`src/rtl/opb_cmd_master.sv`:
```
// opb_cmd_master: turns a valid/ready command stream into single-beat OPB
// read/write transfers. One command in flight, bounded retry, timeout
// detection, and a response carrying read data plus a status code.
// All outputs are registered. Bus outputs stay zero whenever M_select is low.
module opb_cmd_master #(
   parameter int    C_TIMEOUT_CYCLES = 16,
   parameter int    C_MAX_RETRY      = 3,
   parameter string C_FAMILY         = "virtex6"
) (
   input  logic        OPB_Clk,
   input  logic        OPB_Rst,
   input  logic        cmd_valid,
   output logic        cmd_ready,
   input  logic        cmd_rnw,
   input  logic [0:31] cmd_addr,
   input  logic [0:3]  cmd_be,
   input  logic [0:31] cmd_wdata,
   output logic        rsp_valid,
   input  logic        rsp_ready,
   output logic [0:31] rsp_rdata,
   output logic [1:0]  rsp_status,
   output logic        M_request,
   input  logic        OPB_MGrant,
   output logic        M_select,
   output logic        M_RNW,
   output logic [0:31] M_ABus,
   output logic [0:3]  M_BE,
   output logic [0:31] M_DBus,
   output logic        M_seqAddr,
   output logic        M_busLock,
   input  logic [0:31] OPB_DBus,
   input  logic        OPB_xferAck,
   input  logic        OPB_errAck,
   input  logic        OPB_retry,
   input  logic        OPB_toutSup
);

   typedef enum logic [1:0] {
      ST_IDLE = 2'd0,
      ST_REQ  = 2'd1,
      ST_XFER = 2'd2,
      ST_RESP = 2'd3
   } state_t;

   localparam logic [1:0] STS_OK       = 2'b00;
   localparam logic [1:0] STS_ERR      = 2'b01;
   localparam logic [1:0] STS_TIMEOUT  = 2'b10;
   localparam logic [1:0] STS_RETRY_EX = 2'b11;

   // Counter limits; the timeout fires on the cycle the count would reach C_TIMEOUT_CYCLES.
   localparam logic [7:0] MAX_RETRY_C = 8'(C_MAX_RETRY);
   localparam logic [7:0] TOUT_LAST_C = 8'(C_TIMEOUT_CYCLES - 1);

   state_t      state_r, state_nx_s;
   logic        rnw_r;
   logic [0:31] addr_r;
   logic [0:3]  be_r;
   logic [0:31] wdata_r;
   logic [7:0]  retry_cnt_r, retry_nx_s;
   logic [7:0]  tout_cnt_r, tout_nx_s;
   logic        load_cmd_s;
   logic        xfer_nx_s;
   logic [0:31] rdata_nx_s;
   logic [1:0]  status_nx_s;

   logic        cmd_ready_r;
   logic        m_request_r;
   logic        m_select_r;
   logic        m_rnw_r;
   logic [0:31] m_abus_r;
   logic [0:3]  m_be_r;
   logic [0:31] m_dbus_r;
   logic        rsp_valid_r;
   logic [0:31] rsp_rdata_r;
   logic [1:0]  rsp_status_r;

   // Next-state, counter and response decode; xferAck > errAck > retry > timeout.
   always_comb begin
      state_nx_s  = state_r;
      retry_nx_s  = retry_cnt_r;
      tout_nx_s   = tout_cnt_r;
      rdata_nx_s  = rsp_rdata_r;
      status_nx_s = rsp_status_r;
      load_cmd_s  = 1'b0;
      case (state_r)
         ST_IDLE: begin
            if (cmd_valid && cmd_ready_r) begin
               state_nx_s = ST_REQ;
               retry_nx_s = 8'd0;
               load_cmd_s = 1'b1;
            end else begin
               state_nx_s = ST_IDLE;
            end
         end
         ST_REQ: begin
            if (OPB_MGrant) begin
               state_nx_s = ST_XFER;
               tout_nx_s  = 8'd0;
            end else begin
               state_nx_s = ST_REQ;
            end
         end
         ST_XFER: begin
            if (OPB_xferAck) begin
               rdata_nx_s  = rnw_r ? OPB_DBus : 32'd0;
               status_nx_s = STS_OK;
               state_nx_s  = ST_RESP;
            end else if (OPB_errAck) begin
               rdata_nx_s  = 32'd0;
               status_nx_s = STS_ERR;
               state_nx_s  = ST_RESP;
            end else if (OPB_retry) begin
               if (retry_cnt_r < MAX_RETRY_C) begin
                  retry_nx_s = retry_cnt_r + 8'd1;
                  state_nx_s = ST_REQ;
               end else begin
                  rdata_nx_s  = 32'd0;
                  status_nx_s = STS_RETRY_EX;
                  state_nx_s  = ST_RESP;
               end
            end else if (!OPB_toutSup) begin
               if (tout_cnt_r == TOUT_LAST_C) begin
                  rdata_nx_s  = 32'd0;
                  status_nx_s = STS_TIMEOUT;
                  state_nx_s  = ST_RESP;
               end else begin
                  tout_nx_s = tout_cnt_r + 8'd1;
               end
            end else begin
               tout_nx_s = tout_cnt_r;
            end
         end
         ST_RESP: begin
            if (rsp_ready) begin
               state_nx_s  = ST_IDLE;
               rdata_nx_s  = 32'd0;
               status_nx_s = STS_OK;
            end else begin
               state_nx_s = ST_RESP;
            end
         end
         default: begin
            state_nx_s = ST_IDLE;
         end
      endcase
   end

   assign xfer_nx_s = (state_nx_s == ST_XFER);

   // State register, counters and latched command.
   always_ff @(posedge OPB_Clk or posedge OPB_Rst) begin
      if (OPB_Rst) begin
         state_r     <= ST_IDLE;
         retry_cnt_r <= 8'd0;
         tout_cnt_r  <= 8'd0;
         rnw_r       <= 1'b0;
         addr_r      <= 32'd0;
         be_r        <= 4'd0;
         wdata_r     <= 32'd0;
      end else begin
         state_r     <= state_nx_s;
         retry_cnt_r <= retry_nx_s;
         tout_cnt_r  <= tout_nx_s;
         if (load_cmd_s) begin
            rnw_r   <= cmd_rnw;
            addr_r  <= cmd_addr;
            be_r    <= cmd_be;
            wdata_r <= cmd_wdata;
         end else begin
            rnw_r   <= rnw_r;
            addr_r  <= addr_r;
            be_r    <= be_r;
            wdata_r <= wdata_r;
         end
      end
   end

   // Registered outputs derived from the next state; bus lines zero unless selected.
   always_ff @(posedge OPB_Clk or posedge OPB_Rst) begin
      if (OPB_Rst) begin
         cmd_ready_r  <= 1'b0;
         m_request_r  <= 1'b0;
         m_select_r   <= 1'b0;
         m_rnw_r      <= 1'b0;
         m_abus_r     <= 32'd0;
         m_be_r       <= 4'd0;
         m_dbus_r     <= 32'd0;
         rsp_valid_r  <= 1'b0;
         rsp_rdata_r  <= 32'd0;
         rsp_status_r <= 2'b00;
      end else begin
         cmd_ready_r  <= (state_nx_s == ST_IDLE);
         m_request_r  <= (state_nx_s == ST_REQ);
         m_select_r   <= xfer_nx_s;
         m_rnw_r      <= xfer_nx_s ? rnw_r : 1'b0;
         m_abus_r     <= xfer_nx_s ? addr_r : 32'd0;
         m_be_r       <= xfer_nx_s ? be_r : 4'd0;
         m_dbus_r     <= (xfer_nx_s && !rnw_r) ? wdata_r : 32'd0;
         rsp_valid_r  <= (state_nx_s == ST_RESP);
         rsp_rdata_r  <= rdata_nx_s;
         rsp_status_r <= status_nx_s;
      end
   end

   assign cmd_ready  = cmd_ready_r;
   assign M_request  = m_request_r;
   assign M_select   = m_select_r;
   assign M_RNW      = m_rnw_r;
   assign M_ABus     = m_abus_r;
   assign M_BE       = m_be_r;
   assign M_DBus     = m_dbus_r;
   assign rsp_valid  = rsp_valid_r;
   assign rsp_rdata  = rsp_rdata_r;
   assign rsp_status = rsp_status_r;
   // Single-beat, non-locked transfers only.
   assign M_seqAddr  = 1'b0;
   assign M_busLock  = 1'b0;

endmodule
```
`config.mk`:
```
export PLATFORM = sky130hd
export DESIGN_NAME = opb_cmd_master
export DESIGN_NICKNAME = d
export VERILOG_FILES = /design/src/rtl/opb_cmd_master.sv
export SDC_FILE = /design/constraint.sdc
export NUM_CORES = 1
export LEC_CHECK = 0
export BUFFER_PORTS_ARGS = -buffer_cell sky130_fd_sc_hd__buf_2
export CAP_MARGIN = 20
export CORE_UTILIZATION = 40
export DETAILED_ROUTE_END_ITERATION = 10
export PLACE_DENSITY = 0.65
export SYNTH_ARGS = -nofsm -noshare
export SYNTH_HDL_FRONTEND = slang
export SYNTH_SLANG_ARGS = --single-unit
export TNS_END_PERCENT = 1
```
`constraint.sdc`:
```
create_clock -name OPB_Clk -period 6.3 [get_ports OPB_Clk]
set_clock_uncertainty 0.15 [all_clocks]
set_input_delay 0.315 -clock OPB_Clk [delete_from_list [all_inputs] [get_ports OPB_Clk]]
set_output_delay 0.315 -clock OPB_Clk [all_outputs]
set_load 0.02 [all_outputs]
```
### Word-level counts from Yosys, hierarchy flattened

Cells that the tools add are included.

* bits in registers: 194
* output and inout port bits: 109
* logic and storage cells: 97

* $add $sub $neg: 2
* magnitude comparators: 1
* equal/unequal tests: 20
* mux-type cells: 46
* reduce and logical (&&, ||, !) cells: 11

Operators with widths (count)
* $mux W32: 10
* $mux W8: 11
* $pmux W32 S2: 1
* $pmux W8 S2: 2
* $mux W2: 15
* $ne A2 B2 Y1 const B: 10
* $add A8 B1 Y8 const B: 2
* $ne A5 B5 Y1 const B: 3
* $eq A2 B2 Y1 const B: 4
* $eq A8 B4 Y1 const B: 1
* $lt A8 B2 Y1 const B: 1
* $pmux W2 S4: 1
* $reduce_and A7 Y1: 1
* $reduce_and A6 Y1: 1
* $reduce_bool A2 Y1: 3
* $reduce_and A5 Y1: 1
* $eq A2 B1 Y1 const B: 2
* $logic_not A2 Y1: 2
* $mux W1: 4
* $mux W4: 1
* $pmux W2 S2: 1
* $logic_and A1 B1 Y1: 2
* $logic_not A1 Y1: 1

### Logic depth before layout (Yosys ltp)

* word-level depth: 10
* mapped depth: 7
* gate-level depth less buffers: 5

### Worst setup path after synthesis

OpenSTA, ideal clock, no wires.

* path kind: reg2reg
* from: register tout_cnt_r[4]
* to: register m_dbus_r (netlist bit M_DBus[10])
* library setup time: 0.138 ns
* arrival time: 1.742 ns
* required time: 6.012 ns
* setup slack: 4.270 ns
* stages on the path, launching flop included: 7
* period minus slack after synthesis: 2.030 ns
* path through: dfrtp_1 -> or4_4 -> o31ai_4 -> a211o_2 -> buf_4 -> buf_2 -> nor4_1

* word-level cells in the longest chain between the ends: 10

Ends and longest elaborated chain
* start: declaration: RTL line 60 `logic [7:0] tout_cnt_r, tout_nx_s;`
* start signal: assignment: RTL line 163 `tout_cnt_r <= tout_nx_s;`
* $eq A8 B4 Y1: RTL line 122 `if (tout_cnt_r == TOUT_LAST_C) begin`
* $mux W2: RTL line 122
* $mux W2: RTL line 121 `end else if (!OPB_toutSup) begin`
* $mux W2: RTL line 112 `end else if (OPB_retry) begin`
* $mux W2: RTL line 108 `end else if (OPB_errAck) begin`
* $mux W2: RTL line 104 `if (OPB_xferAck) begin`
* $pmux W2 S4: RTL line 85 `case (state_r)`
* $eq A2 B2 Y1: RTL line 148 `assign xfer_nx_s = (state_nx_s == ST_XFER);`
* $logic_and A1 B1 Y1: RTL line 198 `m_dbus_r <= (xfer_nx_s && !rnw_r) ? wdata_r : 32'd0;`
* $mux W32: RTL line 198
* end signal: assignment: RTL line 198
* end: declaration: RTL line 72 `logic [0:31] m_dbus_r;`

Every way passes these cells.
A chain may end at the register's enable or synchronous reset.

### Worst setup path after layout

* from: register tout_cnt_r[4]
* to: register rsp_rdata_r (netlist bit rsp_rdata[25])

* word-level cells in the longest chain between the ends: 3

Ends and longest elaborated chain
* $eq A8 B4 Y1: RTL line 122
* $ne A5 B5 Y1 (no source line)
* $reduce_and A5 Y1 (no source line)
* end signal: assignment: RTL line 200 `rsp_rdata_r <= rdata_nx_s;`
* end: declaration: RTL line 74 `logic [0:31] rsp_rdata_r;`

Every way passes these cells.

==> impl_metrics.prom <==
# TYPE chip_impl_metric gauge
chip_impl_metric{name="fin_crit",unit="ns"} 2.623
chip_impl_metric{name="post_route_setup_tns",unit="ns"} 0
chip_impl_metric{name="synth_edf_count",unit=""} 0
chip_impl_metric{name="async_flop_share",unit=""} 1.000
chip_impl_metric{name="detail_route.vias_per_cell",unit=""} 4.827
chip_impl_metric{name="clkPwrFrac",unit=""} 0.239
chip_impl_info{name="worstSetupStartpointType",value="flop"} 1
chip_impl_metric{name="routed_wire_length_per_instance",unit="um"} 14.81
chip_impl_metric{name="synth.yosys.warnings",unit=""} 0
chip_impl_metric{name="vdd_ir_drop_max",unit="V"} 0.0002980
chip_impl_metric{name="ctsHtreeMaxLevel",unit=""} 4
chip_impl_metric{name="grt_pass1_vias",unit=""} 6276
chip_impl_metric{name="dr.pass1.iters",unit=""} 4
chip_impl_metric{name="data_arrival_critical_path",unit="ns"} 2.82
chip_impl_metric{name="final-hold-violation-count",unit=""} 0
chip_impl_metric{name="cpPeakStageDelay",unit="ns"} 0.59
chip_impl_info{name="critPathSlowestCell",value="sky130_fd_sc_hd__or4_4"} 1
chip_impl_metric{name="fp.coreArea",unit="um2"} 18640
chip_impl_metric{name="routabilityCongestion",unit=""} 0.7467
chip_impl_metric{name="drive_above_1_share",unit=""} 0.2633
chip_impl_metric{name="dpl.hpwl",unit="um"} 10770
chip_impl_metric{name="fp.dieW",unit="um"} 139.9
chip_impl_metric{name="slew_headroom",unit=""} 0.3991
chip_impl_metric{name="cts.repair.resized",unit=""} 0
chip_impl_metric{name="antenna_left",unit=""} 0
chip_impl_metric{name="row_count",unit=""} 50
chip_impl_metric{name="grt_max_degree",unit=""} 134
chip_impl_metric{name="grt.total_usage",unit=""} 0.1986
chip_impl_metric{name="drt-total-wl",unit="um"} 18550
chip_impl_metric{name="initial_utilization",unit=""} 0.4079
chip_impl_info{name="dr.max_layer_used",value="met4"} 1
chip_impl_metric{name="detailroute.wirelength.met2",unit="um"} 8764
chip_impl_metric{name="finalCritPeriodShare",unit=""} 0.4163
chip_impl_metric{name="io_pins",unit=""} 219
chip_impl_info{name="timing.hold.worst.class",value="in -> reg"} 1
chip_impl_metric{name="floorplan.die_area",unit="um2"} 19570
chip_impl_metric{name="share_of_power_burned_in_registers",unit=""} 0.401
chip_impl_info{name="cts_tree",value="done"} 1
chip_impl_metric{name="residual_overflow_from_global_routing",unit=""} 0
chip_impl_metric{name="area_growth_syn_to_layout",unit="%"} 36.99
chip_impl_metric{name="cts_inserted_buffers",unit=""} 17
chip_impl_metric{name="die_height",unit="um"} 139.9
chip_impl_metric{name="postSynthCellCount",unit=""} 711
chip_impl_info{name="timing.setup.critical_path_class",value="reg -> reg"} 1
chip_impl_metric{name="dr.first_iter.drc_count",unit=""} 288
chip_impl_metric{name="pre_cts_ws",unit="ns"} 3.661
chip_impl_metric{name="clk_pin_slew_worst_paths",unit="ns"} 0.07
chip_impl_metric{name="max_freq",unit="MHz"} 381.3
chip_impl_metric{name="p_int",unit="W"} 0.002888
chip_impl_info{name="cts.root.buffer_cell",value="sky130_fd_sc_hd__clkbuf_16"} 1
chip_impl_metric{name="drc",unit=""} 0
chip_impl_metric{name="grt_antenna_before_repair",unit=""} 1
chip_impl_metric{name="crit_fanout",unit=""} 18
chip_impl_metric{name="drv_cap",unit=""} 0
chip_impl_metric{name="buffer_ports.inserted",unit=""} 216
chip_impl_metric{name="timing.final.max_slew_violations",unit=""} 0
chip_impl_info{name="crit_chain",value="or4_4 -> o31ai_4 -> nand3_2 -> buf_16 -> mux2i_1"} 1
chip_impl_metric{name="met1_length",unit="um"} 7960
chip_impl_metric{name="power.combinational.fraction",unit=""} 0.360
chip_impl_metric{name="power",unit="W"} 0.004702
chip_impl_info{name="grt_setup_unrepaired",value="false"} 1
chip_impl_metric{name="amount_of_wire_on_met3_after_detailed_routing",unit="um"} 1239
chip_impl_metric{name="report.final.setup_viol",unit=""} 0
chip_impl_metric{name="synth.cell_area",unit="um2"} 7605
chip_impl_info{name="layout_commonest_cell",value="sky130_fd_sc_hd__buf_2"} 1
chip_impl_metric{name="synth_sequential_area_ratio",unit=""} 0.6384
chip_impl_metric{name="clock_sink_count",unit=""} 194
chip_impl_metric{name="cp_data_required_time",unit="ns"} 6.49
chip_impl_info{name="final_cell_mix",value="sky130_fd_sc_hd__buf_2 (216), sky130_fd_sc_hd__dfrtp_1 (194), sky130_fd_sc_hd__nand2_1 (142)"} 1
chip_impl_metric{name="cts_max_path_buffers",unit=""} 2
chip_impl_metric{name="power.switching",unit="W"} 0.001814
chip_impl_metric{name="synth.ff_latch_count",unit=""} 194
chip_impl_metric{name="detailroute.via_count",unit=""} 6048
chip_impl_info{name="cpLargestDelayFamily",value="simple AND/OR/NAND/NOR gates"} 1
chip_impl_metric{name="power_switching_share",unit=""} 0.3859
chip_impl_metric{name="pwr_density_cell",unit="nW/um2"} 451.3
chip_impl_metric{name="worstPathBufferInverterCount",unit=""} 1
chip_impl_metric{name="syn_area_per_cell",unit="um2"} 10.70
chip_impl_info{name="status",value="completed"} 1
chip_impl_metric{name="post-route-worst-setup-slack",unit="ns"} 3.677
chip_impl_info{name="synthFlopType",value="sky130_fd_sc_hd__dfrtp_1"} 1
chip_impl_metric{name="synth_cell_type_count",unit=""} 46
chip_impl_metric{name="worstSkewPairLatency",unit="ns"} 0.43
chip_impl_metric{name="final_nets",unit=""} 1117
chip_impl_metric{name="first_pass_grt_wire_length",unit="um"} 30910
chip_impl_metric{name="leakagePower",unit="nW"} 5.408
chip_impl_metric{name="timing_worst_slew_pin_value",unit="ns"} 0.9014
chip_impl_info{name="cp_capture_type",value="flop"} 1
## what timing repair did
action | 4_1_cts | 5_1_grt
hold endpoints to repair | 192 | 0
hold buffers | 102 | 0
buffers inserted | 0 | 0
setup endpoints to repair | 0 | 0
## registers in the layout, summed over array words and instances, names as in the netlist
signal and flops:
M_select 1, tout_cnt_r 8, be_r 4, M_BE 4
rsp_rdata 32, M_request 1, rnw_r 1, M_RNW 1
M_ABus 32, wdata_r 32, state_r 2, addr_r 32
retry_cnt_r 8, M_DBus 32, rsp_status 2, cmd_ready 1
rsp_valid 1
## power groups by stage
stage                     logic, W  clock network (W)  registers [W]
after floorplan           0.000887                  0        0.00217
after global placement     0.00160                  0        0.00189
after detailed placement   0.00165                  0        0.00191
after CTS                  0.00171            0.00116        0.00189
after global routing       0.00187            0.00121        0.00193
final                      0.00169            0.00113        0.00188
## cell usage after synthesis, drive strengths merged, types with 2 or more instances
| library cell | n | area, um2 |
|---|---|---|
| nand2b | 5 | 31.28 |
| inv | 72 | 270.3 |
| ha | 2 | 25.02 |
| nand3 | 7 | 40.04 |
| dfrtp | 194 | 4855 |
| nand3b | 2 | 15.01 |
| clkbuf | 25 | 143.9 |
| mux2 | 2 | 22.52 |
| nor2b | 8 | 50.05 |
| nand4 | 4 | 25.02 |
| nand2 | 142 | 533.0 |
| o21ai | 72 | 360.4 |
| mux2i | 36 | 360.4 |
| buf | 26 | 182.7 |
| nor3 | 42 | 210.2 |
| or4 | 2 | 18.77 |
| and3 | 2 | 12.51 |
| nor2 | 8 | 30.03 |
| o211ai | 2 | 15.01 |
| a21oi | 7 | 35.03 |
| nor4 | 33 | 206.5 |
## worst paths after layout
path / from / to / slack (ns) / cells after the start
max: tout_cnt_r[4] / rsp_rdata[25] / 3.68 / 5
min: OPB_xferAck / rsp_status[0] / 0.06 / 4
max reg2reg: tout_cnt_r[4] / rsp_rdata[25] / 3.68 / 5
min reg2reg: wdata_r[20] / M_DBus[20] / 0.35 / 2
max in group asynchronous: OPB_Rst / M_ABus[29] / 4.17 / 4
min in group asynchronous: OPB_Rst / rsp_rdata[18] / 0.47 / 3
## per-layer routing
layer | up-vias | track usage
li1 | 2905 | -
met3 | 40 | 0.05575
met4 | 0 | 0.09254
met1 | 2898 | 0.2429
met5 | - | 0
met2 | 205 | 0.3255
## final cells by class
| cell class | instances | area, um2 |
|---|---|---|
| clock inverter | 13 | 162.7 |
| tap | 234 | 292.8 |
| sequential | 194 | 4855 |
| inverter | 72 | 277.8 |
| antenna | 1 | 2.502 |
| fill | 1593 | 8225 |
| timing repair buffer | 327 | 2210 |
| clock buffer | 19 | 452.9 |
| multi-input combinational | 393 | 2165 |
## tightest hold or removal path: cells and delay by family
family	cells	cell delay, ns
muxes	1	0.05
buffers and inverters	1	0.12
and+or+nand+nor	2	0.10
## logic make-up after synthesis
group                    share of synthesized area
AO/OA/AOI/OAI                              0.06548
AND/OR/NAND/NOR                             0.1607
buffers and inverters                      0.08128
adder cells (fa/ha/maj)                   0.003290
other                                    0.0004931
multiplexers                               0.05035
flip-flops                                  0.6384
## through the flow
step,hold WS (ns),area [um2],cells,util
after CTS,0.03785,10420,1252,0.5587
after global placement,0.3323,8723,1116,0.4679
after global routing,0.08353,10420,1253,0.5588
after floorplan,0.2818,7609,712,-
after detailed placement,0.3386,8778,1118,0.4709
final,0.06364,10420,1253,0.5588
Note: power is estimated with default switching activity, not from simulation.
